`config.mk`:
```
export PLATFORM = sky130hd
export DESIGN_NAME = fifo_drain
export DESIGN_NICKNAME = d
export VERILOG_FILES = /design/src/rtl/fifo_drain_pkg.sv /design/src/rtl/fifo_drain.sv
export SDC_FILE = /design/constraint.sdc
export NUM_CORES = 1
export LEC_CHECK = 0
export BUFFER_PORTS_ARGS = -buffer_cell sky130_fd_sc_hd__buf_2
export CAP_MARGIN = 10
export CORE_UTILIZATION = 50
export DETAILED_ROUTE_END_ITERATION = 7
export HOLD_SLACK_MARGIN = 0.05
export PLACE_DENSITY = 0.73
export SYNTH_ARGS = -nofsm -noshare
export SYNTH_HDL_FRONTEND = slang
export SYNTH_SLANG_ARGS = --single-unit
```
`constraint.sdc`:
```
create_clock -name clk -period 3.8 [get_ports clk]
set_input_delay 0.76 -clock clk [delete_from_list [all_inputs] [get_ports clk]]
set_output_delay 0.76 -clock clk [all_outputs]
set_load 0.005 [all_outputs]
```
`src/rtl/fifo_drain_pkg.sv`:
```
// Shared definitions for the FIFO drain / byte packer.
package fifo_drain_pkg;

  localparam int unsigned OE_LEN_DEF   = 4;
  localparam int unsigned GAP_LEN_DEF  = 3;
  localparam int unsigned TOUT_LEN_DEF = 255;

  localparam int unsigned BYTE_W  = 8;
  localparam int unsigned LANES   = 4;
  localparam int unsigned WORD_W  = BYTE_W * LANES;
  localparam int unsigned CNT_W   = 3;
  localparam int unsigned TOTAL_W = 16;

  typedef enum logic [1:0] {
    IDLE = 2'd0,
    POP  = 2'd1,
    GAP  = 2'd2,
    EMIT = 2'd3
  } state_e;

  // Output word payload: packed bytes plus valid-byte count.
  typedef struct packed {
    logic [CNT_W-1:0]  cnt;
    logic [WORD_W-1:0] dat;
  } word_t;

  // Counter width able to hold 0..n-1 (at least one bit).
  function automatic int unsigned cnt_w(input int unsigned n);
    return (n < 2) ? 1 : $clog2(n);
  endfunction

endpackage

```
`src/rtl/fifo_drain.sv`:
```
// Drains a byte FIFO with a timed read strobe and packs bytes into
// little-endian 32-bit words. Optional empty-FIFO flush timeout is
// enabled by defining FIFO_DRAIN_TOUT_EN.
module fifo_drain
  import fifo_drain_pkg::*;
#(
  parameter int unsigned OE_LEN   = OE_LEN_DEF,
  parameter int unsigned GAP_LEN  = GAP_LEN_DEF,
  parameter int unsigned TOUT_LEN = TOUT_LEN_DEF
) (
  input  logic                clk,
  input  logic                sys_rst_n,
  input  logic                en,
  input  logic                flush,
  input  logic                fifo_empty,
  input  logic [BYTE_W-1:0]   fifo_dat,
  output logic                fifo_oe,
  output logic [WORD_W-1:0]   word_dat,
  output logic [CNT_W-1:0]    word_cnt,
  output logic                word_vld,
  input  logic                word_rdy,
  output logic [TOTAL_W-1:0]  byte_total,
  output logic                busy
);

  localparam int unsigned TMR_MAX = (OE_LEN > GAP_LEN) ? OE_LEN : GAP_LEN;
  localparam int unsigned TMR_W   = cnt_w(TMR_MAX);

  // Zero-length phases are meaningless; reject them at elaboration.
  if (OE_LEN == 0 || GAP_LEN == 0 || TOUT_LEN == 0) begin : g_param_chk
    $error("fifo_drain: OE_LEN, GAP_LEN and TOUT_LEN must be nonzero");
  end

  state_e               state_q, state_d;
  logic [TMR_W-1:0]     tmr_q, tmr_d;
  logic [WORD_W-1:0]    pack_q, pack_d;
  logic [CNT_W-1:0]     pack_cnt_q, pack_cnt_d;
  logic [TOTAL_W-1:0]   total_q, total_d;
  logic                 flush_pend_q, flush_pend_d;
  logic                 fifo_oe_q, fifo_oe_d;
  word_t                word_q, word_d;
  logic                 word_vld_q, word_vld_d;
  logic                 busy_q, busy_d;
  logic                 tout_hit_c;

`ifdef FIFO_DRAIN_TOUT_EN
  localparam int unsigned TOUT_W = cnt_w(TOUT_LEN);
  logic [TOUT_W-1:0] tout_q, tout_d;

  assign tout_hit_c = (state_q == IDLE) && fifo_empty && (pack_cnt_q != '0) &&
                      (tout_q == TOUT_W'(TOUT_LEN - 1));

  // Count idle cycles spent waiting on an empty FIFO with a partial word held.
  always_comb begin
    tout_d = tout_q;
    if (state_d == POP || state_d == EMIT) begin
      tout_d = '0;
    end else if (state_q == IDLE && fifo_empty && pack_cnt_q != '0) begin
      tout_d = tout_q + TOUT_W'(1);
    end
  end

  // Timeout counter register.
  always_ff @(posedge clk or negedge sys_rst_n) begin
    if (!sys_rst_n) tout_q <= '0;
    else            tout_q <= tout_d;
  end
`else
  assign tout_hit_c = 1'b0;
`endif

  // Next-state, pack register and registered-output computation.
  always_comb begin
    state_d      = state_q;
    tmr_d        = tmr_q;
    pack_d       = pack_q;
    pack_cnt_d   = pack_cnt_q;
    total_d      = total_q;
    flush_pend_d = flush_pend_q;

    case (state_q)
      IDLE: begin
        // A pending flush is either serviced here or dropped (nothing held).
        flush_pend_d = 1'b0;
        tmr_d        = '0;
        if ((pack_cnt_q != '0) && (flush_pend_q || flush || tout_hit_c)) begin
          state_d = EMIT;
        end else if (en && !fifo_empty && (pack_cnt_q != CNT_W'(LANES))) begin
          state_d = POP;
        end
      end
      POP: begin
        if (flush) flush_pend_d = 1'b1;
        if (tmr_q == TMR_W'(OE_LEN - 1)) begin
          for (int unsigned i = 0; i < LANES; i++) begin
            if (pack_cnt_q == CNT_W'(i)) pack_d[i*BYTE_W +: BYTE_W] = fifo_dat;
          end
          pack_cnt_d = pack_cnt_q + CNT_W'(1);
          total_d    = total_q + TOTAL_W'(1);
          tmr_d      = '0;
          state_d    = GAP;
        end else begin
          tmr_d = tmr_q + TMR_W'(1);
        end
      end
      GAP: begin
        if (flush) flush_pend_d = 1'b1;
        if (tmr_q == TMR_W'(GAP_LEN - 1)) begin
          tmr_d   = '0;
          state_d = (pack_cnt_q == CNT_W'(LANES)) ? EMIT : IDLE;
        end else begin
          tmr_d = tmr_q + TMR_W'(1);
        end
      end
      EMIT: begin
        if (word_rdy) begin
          pack_d     = '0;
          pack_cnt_d = '0;
          state_d    = IDLE;
        end
      end
      default: state_d = IDLE;
    endcase

    fifo_oe_d  = (state_d == POP);
    word_vld_d = (state_d == EMIT);
    word_d     = (state_d == EMIT) ? word_t'{cnt: pack_cnt_d, dat: pack_d} : '0;
    busy_d     = (state_d != IDLE) || (pack_cnt_d != '0);
  end

  // State and output registers.
  always_ff @(posedge clk or negedge sys_rst_n) begin
    if (!sys_rst_n) begin
      state_q      <= IDLE;
      tmr_q        <= '0;
      pack_q       <= '0;
      pack_cnt_q   <= '0;
      total_q      <= '0;
      flush_pend_q <= 1'b0;
      fifo_oe_q    <= 1'b0;
      word_q       <= '0;
      word_vld_q   <= 1'b0;
      busy_q       <= 1'b0;
    end else begin
      state_q      <= state_d;
      tmr_q        <= tmr_d;
      pack_q       <= pack_d;
      pack_cnt_q   <= pack_cnt_d;
      total_q      <= total_d;
      flush_pend_q <= flush_pend_d;
      fifo_oe_q    <= fifo_oe_d;
      word_q       <= word_d;
      word_vld_q   <= word_vld_d;
      busy_q       <= busy_d;
    end
  end

  assign fifo_oe    = fifo_oe_q;
  assign word_dat   = word_q.dat;
  assign word_cnt   = word_q.cnt;
  assign word_vld   = word_vld_q;
  assign byte_total = total_q;
  assign busy       = busy_q;

endmodule

```
==> reports/results.ini <==
[sta]
fin_crit_ps = 2520
setup_tns_ps = 0
post-route-period-util_pct = 66.3
fin_ws_ps = 1280
hold_viol = 0
setup_viol = 0
worst_pin_slew_ps = 805
grt_setup_unrepaired = no
slew_violations = 0
fmax_mhz = 397
maxSlewHeadroom_pct = 46.3
finClkSkew_ps = 15.7

[setup_path]
max_stage_delay_ps = 630
reg2reg_from = tmr_q[0]
crit_required_ps = 4030
crit_cells = 6
worstPathCellList = ha_1, nand2b_1, o211ai_1, a22oi_2, buf_4, nor3_1
critPathKind = register to register
crit_path_end = word_cnt[2]
reg2reg_slack_ps = 1280
path_delay_family = compound AO/OA/AOI/OAI gates
crit_buf_inv = 1
cp.arrival_ps = 2750
r2r_cells = 6
reg2reg_to = word_cnt[2]
startpoint_type = register
crit_start = tmr_q[0]
slowest_stage = a22oi_2
cp-end-kind = register
crit_fanout = 22

[clock_network]
cts_resized = 0
clk_pin_slew_ps = 100
clkLatencyLatePin_ps = 360
clkSinkCount = 94
cts-htree-levels = 3
clock-root-buffer = clkbuf_8
cts_tree = done
postCtsHoldBufs = 0
clockBufferDepth = 2
numCtsBuffers = 9
cts_setup_buffers = 0

[detailed_routing]
vias_per_cell = 5.38
drcViolationCount = 0
wirelength_um = 7480
met2WireLength_um = 3550
drt_first_pass_iters = 4
wl_per_cell_um = 15.6
antenna_left = 0
wl_met3_um = 376
drt-met1-wl_um = 3390
via_count = 2581
top_layer = met4
drt_iter0_drc = 135

[power]
leakage_nw = 2.39
pwr-share-comb_pct = 26.2
p_int_mw = 1.56
p_clk_share_pct = 28.6
swShare_pct = 35.6
peakVddDrop_v = 0.000257
p_sw_mw = 0.865
powerDensity_nw_per_um2 = 543
seqPwrFrac_pct = 45.3

[finish]
drive_above_1_share_pct = 24.4
final_cell_mix = dfrtp_1, buf_2, inv_1
final_common_cell = dfrtp_1
syn2layout_area_growth_pct = 16.2
nets = 405
diodes = 0

[global_routing]
grt_overflow = 0
grt_pass1_vias = 2619
grt_util_all_layers_pct = 20.5
grt_pass1_wl_um = 13000
grt_start_max_net_pins = 49
antenna_found_initial = 0

[place]
numPortBuffers = 67
place_hpwl_um = 4940
place.gp.congestion = 0.774
dp_slack_ps = 1290

[yosys]
syn_avg_cell_area_sq_um = 12.4
yosysSeqAreaShare_pct = 61.2
ys_warn_count = 0
synthTopCellsByArea = dfrtp_1, a22o_1, ha_1
synth.largest_area_cell = dfrtp_1
syn_area_sq_um = 3850
synth_top_cell_area_share_pct = 61.2
ys_seq_elements = 94
synthFlopType = dfrtp_1
async_reset_ff_share_pct = 100
syn-instance-count = 310
syn-num-nets = 339
ys_types = 38
synth_edf_count = 0

[die]
num_rows = 31
io_pins = 68
die_w_um = 89.7
dieArea_sq_um = 8050
initial_utilization_pct = 52.5
die_h_um = 89.7
coreArea_sq_um = 7330

[job]
maxCapViolCount = 0

[outcome]
status = finished clean

[worst_hold_path]
hp-class = input pin to asynchronous set/reset pin

[cell families (layout without fill, tap and decap cells)]
logic type                 Yosys count  count (layout)  share of synthesized area [%]
adders and majority gates           15              15                           4.88
xor gates and xnor gates            16              16                           3.64
AOI/OAI and AO/OA                   54              54                           11.2
buffers and inverters               41             112                           4.65
and+or+nand+nor                     87              87                           13.7
DFF                                 94              94                           61.2
muxes                                3               3                          0.846
[metrics by stage]
stage	instance area (sq um)	cells	power [mW]	util (%)	hold slack (ps)
floorplan	3850	310	1.59	-	463
global placement	4260	464	1.73	58.1	456
detailed placement	4260	464	1.76	58.1	464
CTS	4470	480	2.45	61.0	414
global route	4470	480	2.57	61.0	453
finish	4470	480	2.43	61.0	405
[worst register-to-register path, stage by stage, from the launching register on]
cell,delay [ps]
dfrtp_1,420
ha_1,530
nand2b_1,200
o211ai_1,120
a22oi_2,630
buf_4,390
nor3_1,110
[area by class of cell]
class | instances | area [sq um]
inverters | 25 | 93.8
clock buffers | 10 | 138
fillers | 604 | 2860
flip-flops and latches | 94 | 2350
well taps | 99 | 124
repair buffers | 71 | 368
multi-input cells | 175 | 1320
clock inverters | 6 | 73.8
[power groups by stage]
| stage | combinational, mW | clock [mW] | sequential (mW) |
|---|---|---|---|
| 2_1_floorplan | 0.488 | 0 | 1.11 |
| 3_3_place_gp | 0.620 | 0 | 1.11 |
| 3_5_place_dp | 0.637 | 0 | 1.12 |
| 4_1_cts | 0.640 | 0.709 | 1.10 |
| 5_1_grt | 0.714 | 0.751 | 1.11 |
| 6_report | 0.635 | 0.694 | 1.10 |
[layer usage]
layer	global-route usage, %	up-vias
li1	-	1222
met3	3.81	12
met5	0	-
met1	27.7	1272
met4	9.84	0
met2	32.2	75
[sequential cells by signal (all words and copies together) (netlist names), 2 cells and up]
signal and count:
byte_total 16, pack_cnt_q 3, pack_q 32, state_q 2, tmr_q 2, word_cnt 3, word_dat 32
[worst min-delay path by stage]
stage                    from              to  slack (ps)  cells past startpoint
2_1_floorplan       sys_rst_n            busy         460                      0
3_3_place_gp   byte_total[15]  byte_total[15]         460                      1
3_5_place_dp   byte_total[15]  byte_total[15]         460                      1
4_1_cts             sys_rst_n   byte_total[6]         410                      1
5_1_grt             sys_rst_n   byte_total[6]         450                      1
6_report            sys_rst_n   byte_total[6]         410                      1
[synthesized netlist by cell type, drive strengths merged, types with 3 or more instances]
| library cell | instances |
|---|---|
| a21oi | 4 |
| inv | 25 |
| and3 | 9 |
| clkbuf | 8 |
| nand2b | 3 |
| xnor2 | 12 |
| a22o | 22 |
| nand2 | 8 |
| a22oi | 14 |
| nand3b | 3 |
| ha | 15 |
| xor2 | 4 |
| nor2b | 3 |
| nor2 | 5 |
| a21o | 4 |
| nor3 | 13 |
| nor3b | 22 |
| dfrtp | 94 |
| buf | 8 |
| nand3 | 10 |
| nand4 | 5 |
Note: power is estimated with default switching activity, not from simulation.
